**src/rtl/add16_pkg.sv**
```systemverilog
// add16_pkg: shared types for the add16 execute stage
package add16_pkg;
  localparam int W = 16;
  typedef enum logic [1:0] {OP_ADD, OP_ADC, OP_SUB, OP_SBC} op_e;
  typedef struct packed {
    logic [W-1:0] sum;
    logic         c;
    logic         v;
    logic         z;
    logic         n;
  } res_t;
endpackage

```
**src/rtl/adder_16b.sv**
```systemverilog
// adder_16b: 16-bit ripple-carry adder with bit-array ports
module adder_16b (
  input  logic a [15:0],
  input  logic b [15:0],
  input  logic cin,
  output logic sum [15:0],
  output logic cout
);
  logic c [16:0];
  assign c[0] = cin;
  genvar i;
  generate
    for (i = 0; i < 16; i++) begin : g_bit
      assign sum[i]  = a[i] ^ b[i] ^ c[i];
      assign c[i+1]  = (a[i] & b[i]) | (c[i] & (a[i] ^ b[i]));
    end
  endgenerate
  assign cout = c[16];
endmodule

```
**src/rtl/sync_fifo_res.sv**
```systemverilog
// sync_fifo_res: small result FIFO with separate occupancy counter
module sync_fifo_res import add16_pkg::*; #(
  parameter int DEPTH = 2
) (
  input  logic clk,
  input  logic rst_n,
  input  logic push,
  input  logic pop,
  input  res_t din,
  output res_t dout,
  output logic full,
  output logic empty
);
  localparam int AW = $clog2(DEPTH);
  res_t          mem [DEPTH];
  logic [AW-1:0] wr_ptr, rd_ptr;
  logic [AW:0]   count;
  logic          push_ok, pop_ok;
  assign full    = count == (AW+1)'(DEPTH);
  assign empty   = count == '0;
  assign push_ok = push && !full;
  assign pop_ok  = pop && !empty;
  assign dout    = mem[rd_ptr];
  // storage, wrapping pointers and occupancy; reset discards all entries
  always_ff @(posedge clk or negedge rst_n) begin
    if (!rst_n) begin
      wr_ptr <= '0;
      rd_ptr <= '0;
      count  <= '0;
      for (int k = 0; k < DEPTH; k++) mem[k] <= '0;
    end else begin
      if (push_ok) begin
        mem[wr_ptr] <= din;
        wr_ptr      <= wr_ptr + 1'b1;
      end
      if (pop_ok) rd_ptr <= rd_ptr + 1'b1;
      count <= count + (AW+1)'(push_ok) - (AW+1)'(pop_ok);
    end
  end
endmodule

```
**src/rtl/add16_flag_stage.sv**
```systemverilog
// add16_flag_stage: registered ADD/ADC/SUB/SBC stage with flags, accumulator and output FIFO
module add16_flag_stage import add16_pkg::*; #(
  parameter int WIDTH     = 16,
  parameter int OUT_DEPTH = 2
) (
  input  logic             clk,
  input  logic             rst_n,
  input  logic             in_valid,
  output logic             in_ready,
  input  logic [1:0]       in_op,
  input  logic             in_use_acc,
  input  logic [WIDTH-1:0] in_a,
  input  logic [WIDTH-1:0] in_b,
  input  logic             clr_acc,
  output logic             out_valid,
  input  logic             out_ready,
  output logic [WIDTH-1:0] out_sum,
  output logic             out_c,
  output logic             out_v,
  output logic             out_z,
  output logic             out_n,
  output logic [WIDTH-1:0] acc_q
);
  op_e          op;
  logic         c_q, cin, cout, full, empty, accept, pop;
  logic [W-1:0] a_op, b_op, sum;
  logic         a_bits [W-1:0];
  logic         b_bits [W-1:0];
  logic         s_bits [W-1:0];
  res_t         res, head;
  assign op     = op_e'(in_op);
  assign a_op   = in_use_acc ? acc_q : in_a;
  assign b_op   = op[1] ? ~in_b : in_b;
  assign cin    = (op == OP_ADD) ? 1'b0 : (op == OP_SUB) ? 1'b1 : c_q;
  assign accept = in_valid && in_ready;
  assign pop    = out_valid && out_ready;
  genvar i;
  generate
    for (i = 0; i < W; i++) begin : g_bridge
      assign a_bits[i] = a_op[i];
      assign b_bits[i] = b_op[i];
      assign sum[i]    = s_bits[i];
    end
  endgenerate
  adder_16b u_add (
    .a   (a_bits),
    .b   (b_bits),
    .cin (cin),
    .sum (s_bits),
    .cout(cout)
  );
  assign res = {sum, cout,
                (a_op[W-1] == b_op[W-1]) && (sum[W-1] != a_op[W-1]),
                sum == '0, sum[W-1]};
  sync_fifo_res #(.DEPTH(OUT_DEPTH)) u_fifo (
    .clk  (clk),
    .rst_n(rst_n),
    .push (accept),
    .pop  (pop),
    .din  (res),
    .dout (head),
    .full (full),
    .empty(empty)
  );
  assign in_ready  = !full;
  assign out_valid = !empty;
  assign out_sum   = head.sum;
  assign out_c     = head.c;
  assign out_v     = head.v;
  assign out_z     = head.z;
  assign out_n     = head.n;
  // accumulator and carry follow each accepted result; clear wins over update
  always_ff @(posedge clk or negedge rst_n) begin
    if (!rst_n) begin
      acc_q <= '0;
      c_q   <= 1'b0;
    end else if (clr_acc) begin
      acc_q <= '0;
      c_q   <= 1'b0;
    end else if (accept) begin
      acc_q <= sum;
      c_q   <= cout;
    end
  end
endmodule

```
**config.mk**
```make
export PLATFORM = sky130hd
export DESIGN_NAME = add16_flag_stage
export DESIGN_NICKNAME = d
export VERILOG_FILES = /design/src/rtl/add16_pkg.sv /design/src/rtl/adder_16b.sv /design/src/rtl/sync_fifo_res.sv /design/src/rtl/add16_flag_stage.sv
export SDC_FILE = /design/constraint.sdc
export NUM_CORES = 1
export LEC_CHECK = 0
export ABC_CLOCK_PERIOD_IN_PS = 8100
export BUFFER_PORTS_ARGS = -buffer_cell sky130_fd_sc_hd__buf_2
export CAP_MARGIN = 20
export CORE_AREA = 2 2 96 98
export CTS_CLUSTER_DIAMETER = 40
export DETAILED_ROUTE_END_ITERATION = 10
export DIE_AREA = 0 0 98 100
export GPL_ROUTABILITY_DRIVEN = 0
export PLACE_DENSITY = 0.66
export SETUP_SLACK_MARGIN = 0.05
export SKIP_CTS_REPAIR_TIMING = 1
export SLEW_MARGIN = 20
export SYNTH_ARGS = -nofsm -noshare
export SYNTH_HDL_FRONTEND = slang
export SYNTH_SLANG_ARGS = --single-unit
```
**constraint.sdc**
```tcl
create_clock -name clk -period 8.1 [get_ports clk]
set_clock_uncertainty 0.05 [all_clocks]
set_input_delay 1.215 -clock clk [delete_from_list [all_inputs] [get_ports clk]]
set_output_delay 1.215 -clock clk [all_outputs]
set_load 0.01 [all_outputs]
```
==> flow_metrics.py <==
metrics = {
    "drt": {
        "first_pass_iters": 4,
        "drcViolationCount": 0,
        "drtIter0Drc": 125,
        "ant_nets": 0,
        "wl_per_cell_um": 17.2,
        "num_vias": 2436,
        "drt_wl_total_um": 8120,
        "viasPerCell": 5.17,
    },
    "synth": {
        "syn_inst": 283,
        "synthTopCellsByArea": "dfrtp_1 44%, mux2_2 9.6%, fa_1 9.4%, mux2i_1 7.4%, xnor2_1 3.6%",
        "syn-num-nets": 342,
        "ys_warn_count": 0,
        "yosysTopAreaCell": "dfrtp_1",
        "synth_most_common_cell": "dfrtp_1",
        "synth_edf_count": 0,
        "synth_common_cells": "59 x dfrtp_1, 29 x mux2_2, 25 x mux2i_1",
        "ys.flop_type": "dfrtp_1",
        "async_flop_share_pct": 100,
        "syn_area_mm2": 0.00339,
        "syn_area_per_cell_um2": 12.0,
        "yosysSeqAreaShare_pct": 43.5,
        "ys_ff_latch": 59,
        "post_synth_num_cell_types": 32,
        "synth_top_area_share_pct": 43.5,
    },
    "global_route": {
        "grt_overflow": 0,
        "gr-usage-all-layers_pct": 17.4,
        "antenna_found_initial": 0,
        "grt_pass1_vias": 2589,
        "grt_max_degree": 60,
        "grt_pass1_wl_um": 13400,
    },
    "hold_path": {
        "holdPathStages": 1,
        "worstHoldStart": "u_fifo.mem[1]",
        "whs_endpoint": "u_fifo.mem[1]",
        "worstHoldPathType": "register to register",
    },
    "floorplanning": {
        "coreArea_mm2": 0.00889,
        "dieArea_mm2": 0.00980,
        "rows": 35,
        "fp.dieW_um": 98,
        "io_pins": 78,
        "initial_utilization_pct": 38.2,
        "die_h_um": 100,
    },
    "power": {
        "total_power_mw": 1.46,
        "max-vdd-ir-drop_v": 0.000125,
        "power_density_mw_per_mm2": 361,
        "p_leak_nw": 1.96,
    },
    "placement": {
        "preCtsSetupSlack_ps": -169,
        "numPortBuffers": 77,
        "placed_area_mm2": 0.00384,
        "hpwl_um": 5710,
    },
    "run_status": {
        "outcome": "completed",
    },
    "cts": {
        "cts_tree": "done",
        "cts.clk_slew.worst_paths_ps": 60,
        "clock-sinks": 59,
        "clock_latency_ps": 330,
        "cts.path.max_buffers": 2,
        "clk_root_buffer_cell": "clkbuf_8",
        "htree_levels": 3,
        "cts-buffers-inserted": 9,
    },
    "critical_path": {
        "r2r_start": "acc_q[0]",
        "cp_max_fo": 4,
        "end_kind": "register",
        "rr_worst_depth": 24,
        "crit_path_start_kind": "input port",
        "critPathArrivalTime_ps": 7910,
        "r2r_slack_ps": 1100,
        "worst_r2r_endpoint": "u_fifo.mem[21]",
        "path_class": "input port to register",
        "required_ps": 8330,
    },
    "finish": {
        "antenna_cells": 0,
        "layout-drive-gt1-share_pct": 40.3,
        "postLayoutCoreUtil_pct": 45.4,
        "stdcell_area_mm2": 0.00404,
        "fin_nets": 415,
        "area.growth.synth_to_final_pct": 19.1,
    },
    "timing": {
        "relSlewSlack_pct": 34.1,
        "hold_violations": 0,
        "worst_slew_pin_slew_ps": 986,
        "fmax_mhz": 130,
        "setup_viol": 0,
        "post-route-min-period_ps": 7680,
        "rsz0062_at_grt": "no",
        "maxSlewViolCount": 0,
        "worst_hold_slack_ps": 449,
        "fin_crit_sh_pct": 94.9,
        "setup_ws_ps": 416,
    },
    "run": {
        "maxCapViolations": 0,
    },
}
-- registers in the layout, summed over array words and instances, names as in the netlist --
signal and flops:
acc_q 16, u_fifo.wr_ptr 1, u_fifo.rd_ptr 1, u_fifo.mem 38
u_fifo.count 2, c_q 1
-- through the flow --
step / cells / TNS, ps
floorplan: 283 / 0
finish: 471 / 0
CTS: 470 / 0
global route: 471 / 0
global placement: 455 / -89.0
detailed placement: 455 / -318
-- worst max-delay path by stage --
stage,endpoint,depth (start not counted),start
6_report,u_fifo.mem[21],25,in_use_acc
5_1_grt,u_fifo.mem[21],25,in_use_acc
4_1_cts,u_fifo.mem[21],25,in_op[1]
3_5_place_dp,u_fifo.mem[21],25,in_op[1]
3_3_place_gp,u_fifo.mem[21],25,in_op[1]
2_1_floorplan,u_fifo.mem[21],25,in_op[1]
-- per-layer routing --
layer  part of all wire (%)  vias up  track usage, %
li1                       -     1137               -
met1                     46     1217            24.5
met2                     47       69            27.4
met3                    5.3       13            2.86
met4                    1.4        0            6.41
met5                      0        -               0
-- cells in the final DEF (no fill, tap or decap), drive strengths merged --
master,instances
xor2,5
inv,20
nand4bb,2
mux2,36
a21oi,17
nand4,2
ha,3
nand3,6
buf,85
clkbuf,12
a31oi,2
clkinv,3
nor4,1
a211oi,12
nand2,1
dfrtp,59
o21ai,19
fa,16
o31ai,13
nor2b,2
or3,1
and2,1
or2,1
xnor2,14
nor2,2
mux2i,25
-- cells by family after synthesis --
group	count (synthesis)	share of synthesized area (%)
AOI/OAI and AO/OA	63	11.2
xor gates and xnor gates	19	4.91
adders and majority gates	19	10.5
buffers and inverters	43	5.94
DFF	59	43.5
muxes	61	20.0
and+or+nand+nor	19	3.87
-- worst max-delay path: stages --
cell and delay [ps]:
buf_2 110, mux2_2 240, fa_2 200, fa_1 160, inv_1 60, fa_1 380, fa_2 360, fa_1 390
fa_1 390, fa_1 390, fa_2 370, fa_2 360, fa_2 340, fa_1 390, fa_2 350, fa_1 360
inv_1 80, fa_1 170, inv_1 50, fa_1 350, inv_1 80, fa_1 430, nand4bb_1 220, nor4_2 280
mux2_4 200
-- power by group --
part	switching [mW]	internal [mW]	total (mW)	leakage, nW
logic	0.370	0.344	0.713	1.14
registers	0.102	0.418	0.520	0.731
clock network	0.110	0.116	0.226	0.0860
-- area by class of cell --
type / instances / area, um^2
inverter: 20 / 75.1
clock buffer: 12 / 145
tap: 111 / 139
fill: 859 / 4850
multi-input combinational: 181 / 1740
clock inverter: 3 / 15.0
timing repair buffer: 85 / 445
sequential: 59 / 1480
(Power assumes the default switching activity.)
